===== src/rtl/e203_ifu_bjp_sched.sv =====
// Branch/jump prediction scheduler for the IFU: resolves JAL/BXX targets at accept,
// and for JALR waits out rs1 hazards, then reads x1 directly or via the shared regfile port.
module e203_ifu_bjp_sched #(
    parameter int unsigned XLEN    = 32,
    parameter int unsigned RFIDX_W = 5
) (
    input  logic               clk_i,
    input  logic               rst_ni,
    input  logic               dec_valid_i,
    output logic               dec_ready_o,
    input  logic               dec_jal_i,
    input  logic               dec_jalr_i,
    input  logic               dec_bxx_i,
    input  logic [RFIDX_W-1:0] dec_jalr_rs1idx_i,
    input  logic [XLEN-1:0]    dec_bjp_imm_i,
    input  logic [XLEN-1:0]    dec_pc_i,
    input  logic               ir_rs1_dep_i,
    input  logic               oitf_empty_i,
    input  logic [XLEN-1:0]    x1_val_i,
    output logic               rf_rd_req_o,
    output logic [RFIDX_W-1:0] rf_rd_idx_o,
    input  logic               rf_rd_gnt_i,
    input  logic [XLEN-1:0]    rf_rd_data_i,
    output logic               prdt_valid_o,
    output logic               prdt_taken_o,
    output logic [XLEN-1:0]    prdt_pc_o,
    input  logic               prdt_ready_i,
    input  logic               flush_i
);

    typedef enum logic [1:0] {StIdle, StWaitDep, StRdReq, StResp} state_e;

    localparam logic [XLEN-1:0]    PcStep    = XLEN'(4);
    localparam logic [XLEN-1:0]    JalrMask  = ~XLEN'(1);
    localparam logic [RFIDX_W-1:0] IdxX1     = RFIDX_W'(1);

    state_e             state_q, state_d;
    logic               taken_q, taken_d;
    logic [XLEN-1:0]    pc_q, pc_d;
    logic [RFIDX_W-1:0] idx_q, idx_d;
    logic [XLEN-1:0]    imm_q, imm_d;
    logic               accept;

    assign dec_ready_o  = (state_q == StIdle) & ~flush_i;
    assign accept       = dec_valid_i & dec_ready_o;
    assign rf_rd_req_o  = (state_q == StRdReq);
    assign rf_rd_idx_o  = idx_q;
    assign prdt_valid_o = (state_q == StResp);
    assign prdt_taken_o = taken_q;
    assign prdt_pc_o    = pc_q;

    always_comb begin
        state_d = state_q;
        taken_d = taken_q;
        pc_d    = pc_q;
        idx_d   = idx_q;
        imm_d   = imm_q;
        // Flush wins over everything, including a coincident grant.
        if (flush_i) begin
            state_d = StIdle;
        end else begin
            case (state_q)
                StIdle: begin
                    if (accept && dec_jal_i) begin
                        taken_d = 1'b1;
                        pc_d    = dec_pc_i + dec_bjp_imm_i;
                        state_d = StResp;
                    end else if (accept && dec_bxx_i) begin
                        taken_d = dec_bjp_imm_i[XLEN-1];
                        pc_d    = dec_bjp_imm_i[XLEN-1] ? dec_pc_i + dec_bjp_imm_i
                                                        : dec_pc_i + PcStep;
                        state_d = StResp;
                    end else if (accept && dec_jalr_i) begin
                        taken_d = 1'b1;
                        if (dec_jalr_rs1idx_i == '0) begin
                            pc_d    = dec_bjp_imm_i & JalrMask;
                            state_d = StResp;
                        end else begin
                            idx_d   = dec_jalr_rs1idx_i;
                            imm_d   = dec_bjp_imm_i;
                            state_d = StWaitDep;
                        end
                    end
                end
                StWaitDep: begin
                    if (!ir_rs1_dep_i && oitf_empty_i) begin
                        if (idx_q == IdxX1) begin
                            pc_d    = (x1_val_i + imm_q) & JalrMask;
                            state_d = StResp;
                        end else begin
                            state_d = StRdReq;
                        end
                    end
                end
                StRdReq: begin
                    if (rf_rd_gnt_i) begin
                        pc_d    = (rf_rd_data_i + imm_q) & JalrMask;
                        state_d = StResp;
                    end
                end
                StResp: begin
                    if (prdt_ready_i) begin
                        state_d = StIdle;
                    end
                end
                default: state_d = StIdle;
            endcase
        end
    end

    always_ff @(posedge clk_i or negedge rst_ni) begin
        if (!rst_ni) begin
            state_q <= StIdle;
            taken_q <= 1'b0;
            pc_q    <= '0;
            idx_q   <= '0;
            imm_q   <= '0;
        end else begin
            state_q <= state_d;
            taken_q <= taken_d;
            pc_q    <= pc_d;
            idx_q   <= idx_d;
            imm_q   <= imm_d;
        end
    end

endmodule

===== config.mk =====
export PLATFORM = sky130hd
export DESIGN_NAME = e203_ifu_bjp_sched
export DESIGN_NICKNAME = d
export VERILOG_FILES = /design/src/rtl/e203_ifu_bjp_sched.sv
export SDC_FILE = /design/constraint.sdc
export NUM_CORES = 1
export LEC_CHECK = 0
export ABC_CLOCK_PERIOD_IN_PS = 5200
export CAP_MARGIN = 20
export CORE_ASPECT_RATIO = 1.4
export CORE_MARGIN = 2
export CORE_UTILIZATION = 51
export DETAILED_ROUTE_END_ITERATION = 12
export PLACE_DENSITY = 0.91
export SYNTH_ARGS = -nofsm -noshare
export SYNTH_HDL_FRONTEND = slang
export SYNTH_SLANG_ARGS = --single-unit
export TNS_END_PERCENT = 20

===== constraint.sdc =====
create_clock -name clk_i -period 5.2 [get_ports clk_i]
set_input_delay 1.04 -clock clk_i [delete_from_list [all_inputs] [get_ports clk_i]]
set_output_delay 1.04 -clock clk_i [all_outputs]
set_load 0.01 [all_outputs]

==> metrics list <==
- The flow ran to the end, but the final reports show violations.
- Failing checks: DRC
* Yosys top cell by area: dfrtp_1
- CTS Hold Bufs: 0
* Area of all placed cells without fillers: 9810 µm²
* H-Tree Level Count: 3
* Number of global-route vias before repair: 7905
- TritonCTS built the clock tree.
- Counting instances, the worst hold path has a depth of 2.
- DIE HEIGHT: 147 µm
- Clock latency on the worst-skew pair, taken at its later pin, is 340 ps.
- Die boundary width: 106 µm
- The number of gates resized after CTS was 0.
* Average vias per placed instance: 6.40
- PD cells: 509 nW/µm²
- Global router's overall resource usage: 33.1%
- By count the netlist is led by 78 x a21oi_1, 72 x dfrtp_1, 67 x ha_1.
- Final setup violation count: 0
* Final Instance Count excl. Fillers: 1229
- The tool flagged a number of max-cap violations equal to 0.
* Buffer levels on the longest clock path: 2
- After the last flow step, the layout net total stands at 1248.
* Share of synthesized area spent on multiplexers: 10.8%
* Startpoint types: register
* Routed WL per cell: 21.2 µm
- Final setup slack of the worst path: 691 ps
- # fillers: 1125
- The average instance in the mapped netlist occupies 8.67 µm².
- Required time reported for the critical path endpoint: 5440 ps
- The die covers 15600 µm².
* Clock skew: 12.2 ps
- Area of combinational cells with multiple inputs: 5450 µm²
- Period Utilization, post-route: 86.7%
- WL final: 26.1 mm
* Achievable Freq: 222 MHz
* Endpoint kind of the worst setup timing path: register
* Number of detailed-routing iterations run before antenna repair: 10
- For this design the static power due to leakage is 4.08 nW.
- In this run, the number of DRC markers left after iteration 0 of detailed routing was 606.
* Setup_tns: 0 ps
- Signal arrival time at the worst endpoint: 4750 ps
- DP Worst Slack: 747 ps
- The min-delay analysis places its worst path in the category reg2reg.
- Share of synthesized cell area in full adder, half adder and majority cells: 11.8%
- Yosys mapped a number of flops with a built-in enable equal to 0.
- In the synthesized netlist, the number of instances is 859.
* Most common cell in the netlist: a21oi_1
- Relative area change from synthesis to final layout: 31.7%
* Yosys warns: 0
- For this design the top-level I/O count stands at 185.
- Maximum ir drop on the vdd rail: 0.000322 V
* Overall power consumption: 4.99 mW
* Complex-gate fraction of the synthesized area: 25.9%
- At the end of routability-driven placement, the weighted congestion stood at 0.972.
- Of all flip-flops after synthesis, the portion carrying an async set or reset was 100%.
- Once placement finished, the instance area stood at 9510 µm².
- Min Tclk post-route: 4510 ps
- The number of antenna violations at the first check in global routing is 0.
- The total area inside the core boundary comes to 14400 µm².
- Headroom to the max-slew limit came out at 35.2%.
- Pins over their slew limit: 0
- Clock-pin slew was measured on the worst setup and hold paths at 60 ps.
- Xor/xnor cell area share of the yosys netlist: 9.64%
- Main area contributors after synthesis: dfrtp_1 24%, ha_1 11%, mux2_2 10%, xnor2_1 6.0%, a21oi_1 5.2%
* Cell area after synthesis: 7450 µm²
* Setup repair bufs after CTS: 0
* Part of the Yosys area used for sequential elements: 24.2%
* Remaining global-route overflow: 0
* Synth Register Bits: 72
* Dominant combinational cell family by area after synthesis: compound AO/OA/AOI/OAI gates
- For the pin with the worst max-slew slack, the measured transition is 972 ps.
- HPWL after detailed placement: 20.4 mm
* Number of standard-cell rows in the floorplan: 52
* Ys flop type: dfrtp_1
* Crit path max fanout: 21
* Pin count of the biggest net entering global routing: 42
- The first global-routing pass estimated 40.2 mm of wire.
* Area taken by flip-flops and latches: 1800 µm²
- The critical path in this run is classified as reg2reg.
* Synthesized netlist net count: 1072
- Number of CTS-inserted buffers: 9
* Final count of hold timing violations: 0
- For this configuration, the core starts out at a cell density of 51.8%.
* RSZ-0062 raised after global routing: false
- Post-synth top area share: 24.2%
* Total number of vias: 7864
* Placed instance count: 1213
- Measured in cells, the most critical reg-to-reg path has a length of 15.
- In this run the clock root is driven by a clkbuf_16.
- Counting distinct cell types in the post-synthesis netlist gives 65.
- Antenna Diode Count: 0
* Clock Sink Count: 72
* Antenna Violating Nets Remaining: 0
- In the final layout, the share of cells above drive strength 1 is 11.0%.
- Count of port buffers added during placement: 184
* Post-synthesis simple-gate area fraction: 14.8%
- For this run, design rule violations remaining after detail routing come to 1.
-- flip-flops by register name, indices dropped and copies added, names as in the netlist --
signal / flops
state_q: 2
rf_rd_idx_o: 5
prdt_pc_o: 32
imm_q: 32
prdt_taken_o: 1
-- where the power goes --
part	internal [mW]	switching, mW
registers	0.839	0.206
logic	1.52	1.79
clock network	0.376	0.260
total	2.74	2.25
-- per-stage QoR --
step	hold WS [ps]	util, %
after detailed placement	455	66.1
final	477	68.2
after global placement	452	66.1
after floorplan	487	-
after global routing	500	68.2
after CTS	480	68.2
-- cell families after synthesis --
logic type      after synthesis
buf+inv                      53
compound gates              285
fa+ha+maj                    69
xor+xnor                     82
mux                          72
flops                        72
simple gates                226
-- routing by layer --
| layer | part of all wire, % | GRT usage [%] | wire length, µm | vias up |
|---|---|---|---|---|
| met3 | 7.4 | 4.88 | 1940 | 137 |
| met1 | 34 | 35.8 | 8950 | 3649 |
| met5 | 0 | 0 | 0 | - |
| met4 | 8.4 | 24.1 | 2200 | 0 |
| met2 | 50 | 58.1 | 13000 | 479 |
| li1 | - | - | - | 3599 |
-- worst max-delay path, cell delays in order, from the launching register on --
cell and delay, ps:
dfrtp_1 440, inv_1 130, ha_1 810, mux2_2 330, inv_1 60, fa_1 440
nor2b_1 180, o21bai_1 110, a21oi_1 240, o2111ai_1 230, o31ai_2 500, a2111oi_2 160
nor3_2 240, a21oi_1 120, xor2_1 170, a221oi_1 260
-- cell type report --
cell class	count	area share [%]
Clock buffer	9	2.30
Inverter	23	0.880
Timing Repair Buffer	195	19.7
Sequential cell	72	18.4
Clock inverter	7	0.791
Tap cell	189	2.41
Multi-Input combinational cell	734	55.6
-- path summary, 6_finish.rpt --
kind                                                start  slack (ps)                        end
worst max-delay path               state_q[0]$_DFFE_PN0P_         690  prdt_pc_o[28]$_DFFE_PN0P_
worst min-delay path            prdt_pc_o[14]$_DFFE_PN0P_         480  prdt_pc_o[14]$_DFFE_PN0P_
worst max register to register     state_q[0]$_DFFE_PN0P_         690  prdt_pc_o[28]$_DFFE_PN0P_
worst min register to register  prdt_pc_o[14]$_DFFE_PN0P_         480  prdt_pc_o[14]$_DFFE_PN0P_
max in group asynchronous                          rst_ni        3350      imm_q[20]$_DFFE_PN0P_
min in group asynchronous                          rst_ni         790      imm_q[30]$_DFFE_PN0P_
-- cell usage in the layout, fill, tap and decap left out, drive strengths merged, types with 12 or more instances in the layout --
master,synthesis,routed
ha,67,67
and3,16,16
o21a,12,12
clkdlybuf4s50,0,183
a21oi,78,78
nand3,18,18
inv,23,25
a21o,31,31
nand4,16,16
a31oi,12,12
a221oi,20,20
dfrtp,72,72
xor2,31,31
nand2,64,64
o21ai,53,53
buf,4,12
xnor2,51,51
nor2,57,57
mux2,67,67
Power figures use the tool's default switching activity.
